--- src/rtl/sdr_pkg.sv ---
// Shared types and constants for the toggle req/ack SDRAM port responder.
package sdr_pkg;

    typedef enum logic [1:0] {
        IDLE   = 2'd0,
        ISSUE  = 2'd1,
        RDWAIT = 2'd2
    } sdr_state_e;

    localparam logic       PORT1  = 1'b0;
    localparam logic       PORT2  = 1'b1;
    localparam logic [1:0] RD_SEL = 2'b00;

endpackage

--- src/rtl/sdr_rr_arbiter.sv ---
// Two-port arbiter: fixed port 1 priority, or alternate on contention using a
// preferred-port register that is updated when a transaction completes.
module sdr_rr_arbiter
    import sdr_pkg::*;
#(
    parameter int unsigned ROUND_ROBIN = 1
) (
    input  logic clk_i,
    input  logic rst_i,
    input  logic pend1_i,
    input  logic pend2_i,
    input  logic update_i,
    input  logic served_i,
    output logic gnt_valid_o,
    output logic gnt_o
);

    // Port that wins the next contention; the opposite of the last port served.
    logic prio_q, prio_d;

    always_ff @(posedge clk_i or posedge rst_i) begin
        if (rst_i) begin
            prio_q <= PORT1;
        end else begin
            prio_q <= prio_d;
        end
    end

    always_comb begin
        prio_d = prio_q;
        if (update_i) begin
            prio_d = ~served_i;
        end
    end

    always_comb begin
        gnt_valid_o = pend1_i | pend2_i;
        if (pend1_i && pend2_i) begin
            gnt_o = (ROUND_ROBIN != 0) ? prio_q : PORT1;
        end else if (pend1_i) begin
            gnt_o = PORT1;
        end else begin
            gnt_o = PORT2;
        end
    end

endmodule

--- src/rtl/sdr_port_responder.sv ---
// Responder for two toggle req/ack client ports sharing one SDRAM command
// interface; all outputs are registered.
module sdr_port_responder
    import sdr_pkg::*;
#(
    parameter int unsigned AW          = 24,
    parameter int unsigned ROUND_ROBIN = 1
) (
    input  logic          CLK_32M,
    input  logic          reset,
    input  logic [AW:1]   p1_addr,
    input  logic [15:0]   p1_din,
    input  logic [1:0]    p1_wr_sel,
    input  logic          p1_req,
    output logic          p1_ack,
    output logic [15:0]   p1_dout,
    input  logic [AW:1]   p2_addr,
    input  logic [15:0]   p2_din,
    input  logic [1:0]    p2_wr_sel,
    input  logic          p2_req,
    output logic          p2_ack,
    output logic [15:0]   p2_dout,
    output logic          mem_valid,
    input  logic          mem_ready,
    output logic [AW:1]   mem_addr,
    output logic [15:0]   mem_din,
    output logic [1:0]    mem_be,
    output logic          mem_we,
    input  logic          mem_rvalid,
    input  logic [15:0]   mem_rdata,
    output logic          busy
);

    sdr_state_e  state_q, state_d;
    logic        port_q, port_d;
    logic        mem_valid_q, mem_valid_d;
    logic [AW:1] mem_addr_q, mem_addr_d;
    logic [15:0] mem_din_q, mem_din_d;
    logic [1:0]  mem_be_q, mem_be_d;
    logic        mem_we_q, mem_we_d;
    logic        p1_ack_q, p1_ack_d, p2_ack_q, p2_ack_d;
    logic [15:0] p1_dout_q, p1_dout_d, p2_dout_q, p2_dout_d;
    logic        busy_q, busy_d;

    logic p1_pend, p2_pend, gnt_valid, gnt_port, accept, done;

    assign p1_pend = p1_req != p1_ack_q;
    assign p2_pend = p2_req != p2_ack_q;
    assign accept  = mem_valid_q & mem_ready;
    assign done    = ((state_q == ISSUE) && accept && mem_we_q) ||
                     ((state_q == RDWAIT) && mem_rvalid);

    sdr_rr_arbiter #(
        .ROUND_ROBIN (ROUND_ROBIN)
    ) u_arb (
        .clk_i       (CLK_32M),
        .rst_i       (reset),
        .pend1_i     (p1_pend),
        .pend2_i     (p2_pend),
        .update_i    (done),
        .served_i    (port_q),
        .gnt_valid_o (gnt_valid),
        .gnt_o       (gnt_port)
    );

    always_ff @(posedge CLK_32M or posedge reset) begin
        if (reset) begin
            state_q <= IDLE;
        end else begin
            state_q <= state_d;
        end
    end

    always_comb begin
        state_d = state_q;
        unique case (state_q)
            IDLE:    if (gnt_valid) state_d = ISSUE;
            ISSUE:   if (accept) state_d = mem_we_q ? IDLE : RDWAIT;
            RDWAIT:  if (mem_rvalid) state_d = IDLE;
            default: state_d = IDLE;
        endcase
    end

    always_comb begin
        port_d      = port_q;
        mem_valid_d = mem_valid_q;
        mem_addr_d  = mem_addr_q;
        mem_din_d   = mem_din_q;
        mem_be_d    = mem_be_q;
        mem_we_d    = mem_we_q;
        p1_ack_d    = p1_ack_q;
        p2_ack_d    = p2_ack_q;
        p1_dout_d   = p1_dout_q;
        p2_dout_d   = p2_dout_q;
        busy_d      = state_d != IDLE;
        unique case (state_q)
            IDLE: begin
                if (gnt_valid) begin
                    port_d      = gnt_port;
                    mem_valid_d = 1'b1;
                    if (gnt_port == PORT2) begin
                        mem_addr_d = p2_addr;
                        mem_din_d  = p2_din;
                        mem_be_d   = p2_wr_sel;
                        mem_we_d   = p2_wr_sel != RD_SEL;
                    end else begin
                        mem_addr_d = p1_addr;
                        mem_din_d  = p1_din;
                        mem_be_d   = p1_wr_sel;
                        mem_we_d   = p1_wr_sel != RD_SEL;
                    end
                end
            end
            ISSUE: begin
                if (accept) begin
                    mem_valid_d = 1'b0;
                    // Writes complete at acceptance; reads wait for data.
                    if (mem_we_q) begin
                        if (port_q == PORT2) p2_ack_d = ~p2_ack_q;
                        else                 p1_ack_d = ~p1_ack_q;
                    end
                end
            end
            RDWAIT: begin
                if (mem_rvalid) begin
                    if (port_q == PORT2) begin
                        p2_dout_d = mem_rdata;
                        p2_ack_d  = ~p2_ack_q;
                    end else begin
                        p1_dout_d = mem_rdata;
                        p1_ack_d  = ~p1_ack_q;
                    end
                end
            end
            default: ;
        endcase
    end

    always_ff @(posedge CLK_32M or posedge reset) begin
        if (reset) begin
            port_q      <= PORT1;
            mem_valid_q <= 1'b0;
            mem_addr_q  <= '0;
            mem_din_q   <= '0;
            mem_be_q    <= '0;
            mem_we_q    <= 1'b0;
            p1_ack_q    <= 1'b0;
            p2_ack_q    <= 1'b0;
            p1_dout_q   <= '0;
            p2_dout_q   <= '0;
            busy_q      <= 1'b0;
        end else begin
            port_q      <= port_d;
            mem_valid_q <= mem_valid_d;
            mem_addr_q  <= mem_addr_d;
            mem_din_q   <= mem_din_d;
            mem_be_q    <= mem_be_d;
            mem_we_q    <= mem_we_d;
            p1_ack_q    <= p1_ack_d;
            p2_ack_q    <= p2_ack_d;
            p1_dout_q   <= p1_dout_d;
            p2_dout_q   <= p2_dout_d;
            busy_q      <= busy_d;
        end
    end

    assign p1_ack    = p1_ack_q;
    assign p2_ack    = p2_ack_q;
    assign p1_dout   = p1_dout_q;
    assign p2_dout   = p2_dout_q;
    assign mem_valid = mem_valid_q;
    assign mem_addr  = mem_addr_q;
    assign mem_din   = mem_din_q;
    assign mem_be    = mem_be_q;
    assign mem_we    = mem_we_q;
    assign busy      = busy_q;

endmodule

--- config.mk ---
export PLATFORM = sky130hd
export DESIGN_NAME = sdr_port_responder
export DESIGN_NICKNAME = d
export VERILOG_FILES = /design/src/rtl/sdr_pkg.sv /design/src/rtl/sdr_rr_arbiter.sv /design/src/rtl/sdr_port_responder.sv
export SDC_FILE = /design/constraint.sdc
export NUM_CORES = 1
export LEC_CHECK = 0
export CAP_MARGIN = 40
export CORE_MARGIN = 2
export CORE_UTILIZATION = 30
export CTS_CLUSTER_SIZE = 8
export DETAILED_ROUTE_END_ITERATION = 12
export RECOVER_POWER = 25
export SKIP_CTS_REPAIR_TIMING = 1
export SLEW_MARGIN = 20
export SYNTH_ARGS = -nofsm -noshare
export SYNTH_HDL_FRONTEND = slang
export SYNTH_SLANG_ARGS = --single-unit
--- constraint.sdc ---
create_clock -name CLK_32M -period 3.89 [get_ports CLK_32M]
set_input_delay 0.389 -clock CLK_32M [delete_from_list [all_inputs] [get_ports CLK_32M]]
set_output_delay 0.389 -clock CLK_32M [all_outputs]
set_load 0.01 [all_outputs]
; ---- Word-level counts from Yosys, hierarchy flattened
; Cells that the tools add are included.
[totals]
reg_bits = 83
input_bits = 106
out_inout_bits = 79
[op_classes]
eq_ne = 8
n_mux = 24
n_bitwise = 5
n_reduce_logical = 16
[op_table]
columns = cell, count
row1 = 24-bit 2-to-1 mux, 1
row2 = 16-bit 2-to-1 mux, 1
row3 = 1-bit 2-to-1 mux, 13
row4 = 2-bit 2-to-1 mux, 5
row5 = 2-bit nonzero test, 5
row6 = 3-bit AND reduction, 3
row7 = "2-bit inequality test, second input constant", 4
row8 = 1-bit one-hot mux with 2 select lines, 3
row9 = 2-bit one-hot mux with 3 select lines, 1
row10 = 1-bit logical AND, 4
row11 = 4-bit AND reduction, 1
row12 = 1-bit NOT, 3
row13 = "2-bit by 1-bit equality test with 1-bit output, second input constant", 1
row14 = "2-bit equality test, second input constant", 1
row15 = 2-bit logical NOT, 1
row16 = 1-bit inequality test, 2
row17 = 2-bit AND reduction, 1
row18 = 1-bit AND, 1
row19 = 1-bit logical OR, 1
row20 = 1-bit bitwise OR, 1

; ---- Depth between registers and ports, before layout
; Gate-level depths: netlist of run 1.
[depth]
depth_word = 5
depth_mapped = 7

; ---- Cells and area by module
; Synthesis of run 1 repeated with hierarchy kept, for this count alone.
[unflattened]
hier_cells = 316
area_unflattened_um2 = 3671.0
[modules_own_cells]
columns = module, instances, cells_per_inst, area_each_um2
row1 = sdr_port_responder, 1, 309, 3619.7
row2 = sdr_rr_arbiter, 1, 7, 51.3

; ---- Worst setup path before layout of run 1
; No wires, ideal clock.
[synth_timing]
kind = register to register
from = register state_q[0]
to = register p1_dout_q[0], in the netlist p1_dout[0]
setup_time_ps = 125
arrival_time_ps = 1486
path_slack_ps = 2279
stages_incl_launch_ff = 6
n_path_buf = 1
synth_period_minus_slack_ps = 1611
path_cell_list = dfrtp_1 > inv_1 > ha_1 > nand3_1 > buf_2 > mux2_2
[synth_via]
elab_chain_len = 2
[synth_rtl]
columns = item, line
row1 = "start, declared", sdr_port_responder.sv:34  ; sdr_state_e state_q, state_d;
row2 = "start signal, assigned", sdr_port_responder.sv:70  ; state_q <= state_d;
row3 = 2-bit equality test, sdr_port_responder.sv:96  ; unique case (state_q)
row4 = 3-bit AND reduction (no line), --
row5 = "end signal, assigned", sdr_port_responder.sv:161  ; p1_dout_q <= p1_dout_d;
row6 = "end, declared", sdr_port_responder.sv:42  ; logic [15:0] p1_dout_q, p1_dout_d, p2_dout_q, p2_dout_d;
; Every way passes these cells.
; A chain may end at the register's enable or synchronous reset.

; ---- Final worst setup path of run 1
[layout_timing]
from = input port p1_req
to = register mem_we_q, in the netlist mem_we
[layout_via]
elab_chain_len = 4
elab_cells_between_ends = 7
[layout_rtl]
columns = item, line
row1 = "start, declared", sdr_port_responder.sv:14  ; input logic p1_req,
row2 = 1-bit inequality test *, sdr_port_responder.sv:47  ; assign p1_pend = p1_req != p1_ack_q;
row3 = 1-bit 2-to-1 mux / 1-bit logical AND (equally long branches), "sdr_rr_arbiter.sv:40, sdr_rr_arbiter.sv:38"
row4 = 1-bit 2-to-1 mux, sdr_rr_arbiter.sv:38  ; if (pend1_i && pend2_i) begin
row5 = 1-bit 2-to-1 mux, sdr_port_responder.sv:101  ; if (gnt_port == PORT2) begin
row6 = "end signal, assigned", sdr_port_responder.sv:158  ; mem_we_q <= mem_we_d;
row7 = "end, declared", sdr_port_responder.sv:40  ; logic mem_we_q, mem_we_d;
; Mark *: on every way between the ends. The rest lies on a longest branch, timed or not.

==> results of run 1 <==
## path summary, 6_finish.rpt
check,startpoint,end,depth (start not counted)
setup reg to reg,p1_ack,mem_we,5
min in group asynchronous,reset,p1_dout[5],2
max in group asynchronous,reset,p1_dout[11],4
hold reg to reg,mem_addr[8],mem_addr[8],2
hold / removal,mem_addr[8],mem_addr[8],2
setup / recovery,p1_req,mem_we,6
## layout by cell type (no fill, tap or decap), types with 3 or more instances in the layout
cell type / count
o21ai_1: 38
o21ai_0: 5
dfrtp_1: 83
inv_1: 5
nand3_1: 4
clkdlybuf4s50_1: 183
a21oi_1: 3
mux2_2: 32
mux2i_1: 42
clkinv_2: 3
clkbuf_16: 9
ha_1: 5
nand2_1: 46
buf_4: 3
## metal layers
metal / share of wire [%] / routed length [um] / track usage, %
met5: 0 / 0 / 0
met4: 1.8 / 173 / 6.26
met3: 8.5 / 809 / 4.13
met2: 46 / 4380 / 24.3
met1: 44 / 4160 / 19.4
## critical path, delay by kind of cell
kind | cells | cell delay [ns]
AO/OA/AOI/OAI | 2 | 0.35
XOR/XNOR | 1 | 0.35
AND/OR/NAND/NOR | 1 | 0.24
buffers and inverters | 2 | 0.89
## power by group through the flow
stage	combinational, mW	clock (mW)	sequential [mW]
2_1_floorplan	1.18	0	1.68
3_3_place_gp	2.39	0	1.51
3_5_place_dp	2.43	0	1.52
4_1_cts	2.43	0.879	1.51
5_1_grt	2.68	0.917	1.57
6_report	2.43	0.842	1.51
## metrics by stage
step	instance area, sq um	setup WS, ns
floorplan	3660	1.36
global placement	5630	1.55
detailed placement	5660	1.50
CTS	5950	1.85
global route	6000	1.71
finish	6000	1.87
## cells by family after synthesis
kind of cell / after synthesis / share of synthesized area [%]
and+or+nand+nor: 58 / 6.69
adders and majority gates: 5 / 1.71
xor gates and xnor gates: 4 / 0.956
buffers and inverters: 22 / 3.99
AOI/OAI and AO/OA: 57 / 8.67
DFF: 83 / 56.7
muxes: 74 / 21.3
## cell type report
class / count / area share, %
Clock buffer: 11 / 4.05
Inverter: 6 / 0.396
Timing Repair Buffer: 192 / 32.7
Sequential cell: 83 / 34.6
Tap cell: 147 / 3.07
Multi-Input combinational cell: 198 / 24.3
Clock inverter: 5 / 0.876
## state kept, by name, indices dropped and copies added (netlist names)
| name | flops |
|---|---|
| u_arb.prio_q | 1 |
| p2_dout | 16 |
| mem_be | 2 |
| mem_valid | 1 |
| p2_ack | 1 |
| p1_ack | 1 |
| p1_dout | 16 |
| mem_we | 1 |
| busy | 1 |
| port_q | 1 |
| mem_din | 16 |
| state_q | 2 |
| mem_addr | 24 |
==> metrics.txt, run 1 <==
# TYPE chip_impl_metric gauge
chip_impl_info{name="status",value="complete, no violations"} 1
chip_impl_info{name="critPathCaptureType",value="flop"} 1
chip_impl_metric{name="number_of_enable_flip_flop_cells_after_synthesis",unit=""} 0
chip_impl_metric{name="n_antenna_cell",unit=""} 0
chip_impl_metric{name="drt-initial-drc-count",unit=""} 134
chip_impl_metric{name="antenna_found_initial",unit=""} 0
chip_impl_metric{name="insertion_delay",unit="ns"} 0.33
chip_impl_metric{name="groute.usage.overall",unit="%"} 15.2
chip_impl_metric{name="timing.critical_path.required",unit="ns"} 4.10
chip_impl_metric{name="synthToLayoutAreaGrowth",unit="%"} 63.7
chip_impl_metric{name="ys_types",unit=""} 34
chip_impl_metric{name="wl_per_cell",unit="um"} 14.8
chip_impl_metric{name="fmax",unit="MHz"} 495
chip_impl_metric{name="numPortBuffers",unit=""} 184
chip_impl_metric{name="place_congestion",unit=""} 0.760
chip_impl_metric{name="cell_total_after_placement",unit=""} 624
chip_impl_metric{name="ys.warnings.count",unit=""} 0
chip_impl_metric{name="synth_nets",unit=""} 414
chip_impl_metric{name="yosys.area.top_type_share",unit="%"} 56.7
chip_impl_info{name="rsz_0062_raised_after_global_routing",value="false"} 1
chip_impl_metric{name="net-switching-power",unit="mW"} 1.66
chip_impl_metric{name="synth-seq-cells",unit=""} 83
chip_impl_metric{name="worst_slew_margin_relative_to_its_limit",unit="%"} 66.3
chip_impl_metric{name="power.clock.fraction",unit="%"} 17.6
chip_impl_metric{name="setup_tns_after_final_layout",unit="ns"} 0
chip_impl_metric{name="multiInputGateArea",unit="sq um"} 1460
chip_impl_metric{name="max_stage_delay_on_crit_path",unit="ns"} 0.47
chip_impl_info{name="synth_area_leaders",value="dfrtp_1 (57%), mux2i_1 (11%), mux2_2 (9.8%)"} 1
chip_impl_metric{name="total_global_routing_overflow",unit=""} 0
chip_impl_metric{name="critical_path_arrival",unit="ns"} 2.23
chip_impl_metric{name="fin_crit",unit="ns"} 2.02
chip_impl_metric{name="pwr_density_cell",unit="nW/um^2"} 798
chip_impl_info{name="worstSetupPathType",value="in -> reg"} 1
chip_impl_metric{name="cts.sink_count",unit=""} 83
chip_impl_metric{name="synthArstFlopShare",unit="%"} 100
chip_impl_info{name="cp_slowest_cell",value="clkdlybuf4s50_1"} 1
chip_impl_metric{name="net_switching_fraction_of_the_power",unit="%"} 34.7
chip_impl_metric{name="tightestPinTransition",unit="ns"} 0.504
chip_impl_metric{name="final.hold.worst_slack",unit="ns"} 0.477
chip_impl_info{name="synth_most_common_cell",value="dfrtp_1"} 1
chip_impl_metric{name="nNetsFinal",unit=""} 601
chip_impl_info{name="clock-root-buffer",value="clkbuf_16"} 1
chip_impl_metric{name="cts_buffers",unit=""} 9
chip_impl_metric{name="p_int",unit="mW"} 3.13
chip_impl_metric{name="r2r_slack",unit="ns"} 1.98
chip_impl_metric{name="dr.pass1.iters",unit=""} 4
chip_impl_metric{name="top_level_ports",unit=""} 185
chip_impl_metric{name="first_global_vias",unit=""} 3005
chip_impl_metric{name="leakage_power",unit="nW"} 2.65
chip_impl_info{name="cp_cell_sequence",value="clkdlybuf4s50_1 -> xor2_1 -> a21boi_4 -> buf_4 -> nor3b_1 -> o31ai_1"} 1
chip_impl_metric{name="largest_net_degree_at_the_start_of_global_routing",unit=""} 54
chip_impl_metric{name="fp.dieW",unit="um"} 115
chip_impl_metric{name="detailed_route_vias_per_instance",unit=""} 4.57
chip_impl_metric{name="coreArea",unit="sq um"} 12000
chip_impl_metric{name="clock_path_buffers",unit=""} 2
chip_impl_info{name="ys_top_cells_by_count",value="dfrtp_1 (83), nand2_1 (46), mux2i_1 (42), o21ai_1 (38), mux2_2 (32)"} 1
chip_impl_metric{name="detail_route.wirelength",unit="um"} 9530
chip_impl_metric{name="maxCapViolCount",unit=""} 0
chip_impl_info{name="ys_dominant_reg_cell",value="dfrtp_1"} 1
chip_impl_info{name="synth_top_area_cell",value="dfrtp_1"} 1
chip_impl_metric{name="synth_sequential_area_ratio",unit="%"} 56.7
chip_impl_metric{name="detailedPlacementHpwl",unit="um"} 7140
chip_impl_metric{name="finalHoldViolCount",unit=""} 0
chip_impl_metric{name="num_rows",unit=""} 40
chip_impl_metric{name="final_min_period_over_clock_period",unit="%"} 51.9
chip_impl_info{name="min-delay-path-class",value="reg -> reg"} 1
chip_impl_metric{name="grt_pass1_wl",unit="um"} 15400
chip_impl_metric{name="setup-violations-final",unit=""} 0
chip_impl_metric{name="vias",unit=""} 2936
chip_impl_metric{name="floorplan.initialDensity",unit="%"} 30.6
chip_impl_metric{name="die-height",unit="um"} 115
chip_impl_metric{name="drive_gt1_share",unit="%"} 12.3
chip_impl_metric{name="post_synth_inst_count",unit=""} 303
chip_impl_metric{name="vdd_ir_drop_max",unit="V"} 0.000372
chip_impl_metric{name="fp.dieArea",unit="sq um"} 13100
chip_impl_metric{name="skew",unit="ns"} 0.00486
chip_impl_metric{name="avgSynthCellArea",unit="sq um"} 12.1
chip_impl_info{name="tritoncts_clock_tree",value="done"} 1
chip_impl_metric{name="slew_violations",unit=""} 0
chip_impl_info{name="worst_setup_path_start_kind",value="primary input"} 1
chip_impl_metric{name="pwr-share-comb",unit="%"} 50.9
chip_impl_metric{name="cp_max_fo",unit=""} 28
chip_impl_metric{name="clk_transition_reported_paths",unit="ns"} 0.06
chip_impl_metric{name="post_synthesis_cell_area",unit="sq um"} 3660
chip_impl_metric{name="sequential_cell_area",unit="sq um"} 2080
chip_impl_metric{name="post-route-util",unit="%"} 50.1
chip_impl_metric{name="ant_nets",unit=""} 0
chip_impl_metric{name="total_power_after_layout",unit="mW"} 4.78
chip_impl_metric{name="fillCellCount",unit=""} 1120
chip_impl_metric{name="drt_drc_violations_left",unit=""} 0
chip_impl_metric{name="stdcell_count",unit=""} 642
chip_impl_metric{name="htree_levels",unit=""} 3
chip_impl_metric{name="seq_power_share",unit="%"} 31.5
Note: power is estimated with default switching activity, not from simulation.
==> run 2: changes to the inputs <==
==> constraint.sdc (replaced) <==
create_clock -name CLK_32M -period 2 [get_ports CLK_32M]
set_input_delay 0.2 -clock CLK_32M [delete_from_list [all_inputs] [get_ports CLK_32M]]
set_output_delay 0.2 -clock CLK_32M [all_outputs]
set_load 0.01 [all_outputs]
==> run 2 against run 1 <==
Sequential share of layout area is 0.065 points higher; clock skew is 0.0076 ns higher; combinational power is 97% higher; highest routed layer unchanged; worst setup slack worse by 1.6 ns; critical path type is now reg -> reg; die area stayed put; first-iteration DRC count is 21% lower; clock power is 92% higher; global-route usage is 0.51 points lower.
==> metrics.txt, run 2 (synthesis gave the netlist of run 1 again) <==
# TYPE chip_impl_metric gauge
chip_impl_metric{name="synthToLayoutAreaGrowth",unit="%"} 63.4
chip_impl_metric{name="setup-violations-final",unit=""} 0
chip_impl_metric{name="insertion_delay",unit="ns"} 0.33
chip_impl_metric{name="final_min_period_over_clock_period",unit="%"} 86.5
chip_impl_metric{name="slew_violations",unit=""} 0
chip_impl_info{name="worst_setup_path_start_kind",value="flop"} 1
chip_impl_metric{name="vdd_ir_drop_max",unit="V"} 0.000510
chip_impl_metric{name="placed_area",unit="sq um"} 5710
chip_impl_metric{name="detail_route.wirelength",unit="um"} 9590
chip_impl_metric{name="cts_buffers",unit=""} 9
chip_impl_metric{name="fp.dieArea",unit="sq um"} 13100
chip_impl_metric{name="total_power_after_layout",unit="mW"} 9.33
chip_impl_metric{name="critical_path_arrival",unit="ns"} 1.97
chip_impl_info{name="rsz_0062_raised_after_global_routing",value="false"} 1
chip_impl_metric{name="summed_area_of_non_filler_cells_in_the_final_layout",unit="sq um"} 5990
chip_impl_info{name="critPathCaptureType",value="flop"} 1
chip_impl_metric{name="pwr_density_cell",unit="nW/um^2"} 1560
chip_impl_metric{name="n_antenna_cell",unit=""} 0
chip_impl_info{name="commonest_non_fill_non_tap_cell_in_the_layout",value="clkdlybuf4s50_1"} 1
chip_impl_metric{name="setup_tns_after_final_layout",unit="ns"} 0
chip_impl_metric{name="largest_register_ffs",unit=""} 24
chip_impl_metric{name="post-route-util",unit="%"} 50.1
chip_impl_metric{name="final.hold.worst_slack",unit="ns"} 0.480
chip_impl_metric{name="drt_drc_violations_left",unit=""} 0
chip_impl_metric{name="grt_pass1_wl",unit="um"} 15000
chip_impl_metric{name="detailedPlacementHpwl",unit="um"} 7320
chip_impl_metric{name="num_rows",unit=""} 40
chip_impl_metric{name="finalHoldViolCount",unit=""} 0
chip_impl_metric{name="fmax",unit="MHz"} 578
chip_impl_metric{name="die-height",unit="um"} 115
chip_impl_metric{name="tightestPinTransition",unit="ns"} 1.15
chip_impl_metric{name="total_global_routing_overflow",unit=""} 0
chip_impl_metric{name="antenna_found_initial",unit=""} 0
chip_impl_metric{name="drt-initial-drc-count",unit=""} 106
chip_impl_metric{name="clock_path_buffers",unit=""} 2
chip_impl_metric{name="nNetsFinal",unit=""} 605
chip_impl_metric{name="fp.dieW",unit="um"} 115
chip_impl_metric{name="vias",unit=""} 2908
chip_impl_metric{name="worst_slew_margin_relative_to_its_limit",unit="%"} 23.4
chip_impl_metric{name="largest_net_degree_at_the_start_of_global_routing",unit=""} 84
chip_impl_metric{name="ant_nets",unit=""} 0
chip_impl_metric{name="drive_gt1_share",unit="%"} 12.8
chip_impl_info{name="min-delay-path-class",value="reg -> reg"} 1
chip_impl_metric{name="clk_transition_reported_paths",unit="ns"} 0.07
chip_impl_metric{name="fin_crit",unit="ns"} 1.73
chip_impl_metric{name="place_congestion",unit=""} 0.753
chip_impl_metric{name="numPortBuffers",unit=""} 184
chip_impl_info{name="clock-root-buffer",value="clkbuf_16"} 1
chip_impl_metric{name="leakage_power",unit="nW"} 2.65
chip_impl_info{name="status",value="complete, no violations"} 1
chip_impl_metric{name="fillCellCount",unit=""} 1141
chip_impl_metric{name="timing.critical_path.required",unit="ns"} 2.24
chip_impl_metric{name="skew",unit="ns"} 0.0124
chip_impl_metric{name="groute.usage.overall",unit="%"} 14.7
chip_impl_metric{name="wl_per_cell",unit="um"} 14.8
chip_impl_metric{name="maxCapViolCount",unit=""} 0
chip_impl_metric{name="dr.pass1.iters",unit=""} 4
chip_impl_metric{name="top_level_ports",unit=""} 185
chip_impl_info{name="tritoncts_clock_tree",value="done"} 1
chip_impl_metric{name="cp_max_fo",unit=""} 16
chip_impl_metric{name="cts.sink_count",unit=""} 83
chip_impl_info{name="final_cell_mix",value="clkdlybuf4s50_1 (183), dfrtp_1 (83), nand2_1 (46), mux2i_1 (42), o21ai_1 (38)"} 1
chip_impl_info{name="worstSetupPathType",value="reg -> reg"} 1
chip_impl_metric{name="coreArea",unit="sq um"} 12000
chip_impl_metric{name="htree_levels",unit=""} 3
chip_impl_metric{name="detailed_route_vias_per_instance",unit=""} 4.50
chip_impl_metric{name="floorplan.initialDensity",unit="%"} 30.6
chip_impl_metric{name="first_global_vias",unit=""} 3015
-- run 2: metrics by stage --
stage | cells | worst slack, ns
final | 646 | 0.270
after global routing | 646 | 0.172
after CTS | 646 | 0.250
after detailed placement | 630 | -0.00360
after global placement | 630 | 0.0453
after floorplan | 303 | 0.389
-- run 2: power breakdown --
part / leakage, nW / switching [mW] / internal [mW]
logic: 1.46 / 2.16 / 2.62
clock network: 0.143 / 0.654 / 0.964
registers: 1.05 / 0.439 / 2.49
-- run 2: final cells by class --
cell class	instances	area [sq um]	share of cell area [%]
Tap cell	147	184	3.07
Timing Repair Buffer	196	1960	32.7
Inverter	6	26.3	0.439
Multi-Input combinational cell	198	1460	24.3
Sequential cell	83	2080	34.7
Clock inverter	5	53.8	0.899
Clock buffer	11	233	3.89
-- run 2: worst paths after layout --
check	startpoint	end	slack, ns	depth (start not counted)
max	p2_ack	mem_addr[10]	0.27	5
min	mem_addr[19]	mem_addr[19]	0.48	2
max reg2reg	p2_ack	mem_addr[10]	0.27	5
min reg2reg	mem_addr[19]	mem_addr[19]	0.48	2
min in group asynchronous	reset	p1_dout[3]	0.77	3
max in group asynchronous	reset	state_q[0]	0.50	3
-- run 2: layer usage --
metal	vias up	share of wire [%]	global-route usage, %
met5	-	0	0
met4	0	0.74	3.66
met3	6	9.5	5.45
met2	122	47	24.3
met1	1346	43	18.1
li1	1434	-	-
-- run 2: critical path: stages (launching register included) --
cell and delay [ns]:
dfrtp_1 0.41, xor2_1 0.53, a21boi_4 0.20, buf_12 0.21, mux2i_1 0.12, o21ai_0 0.18
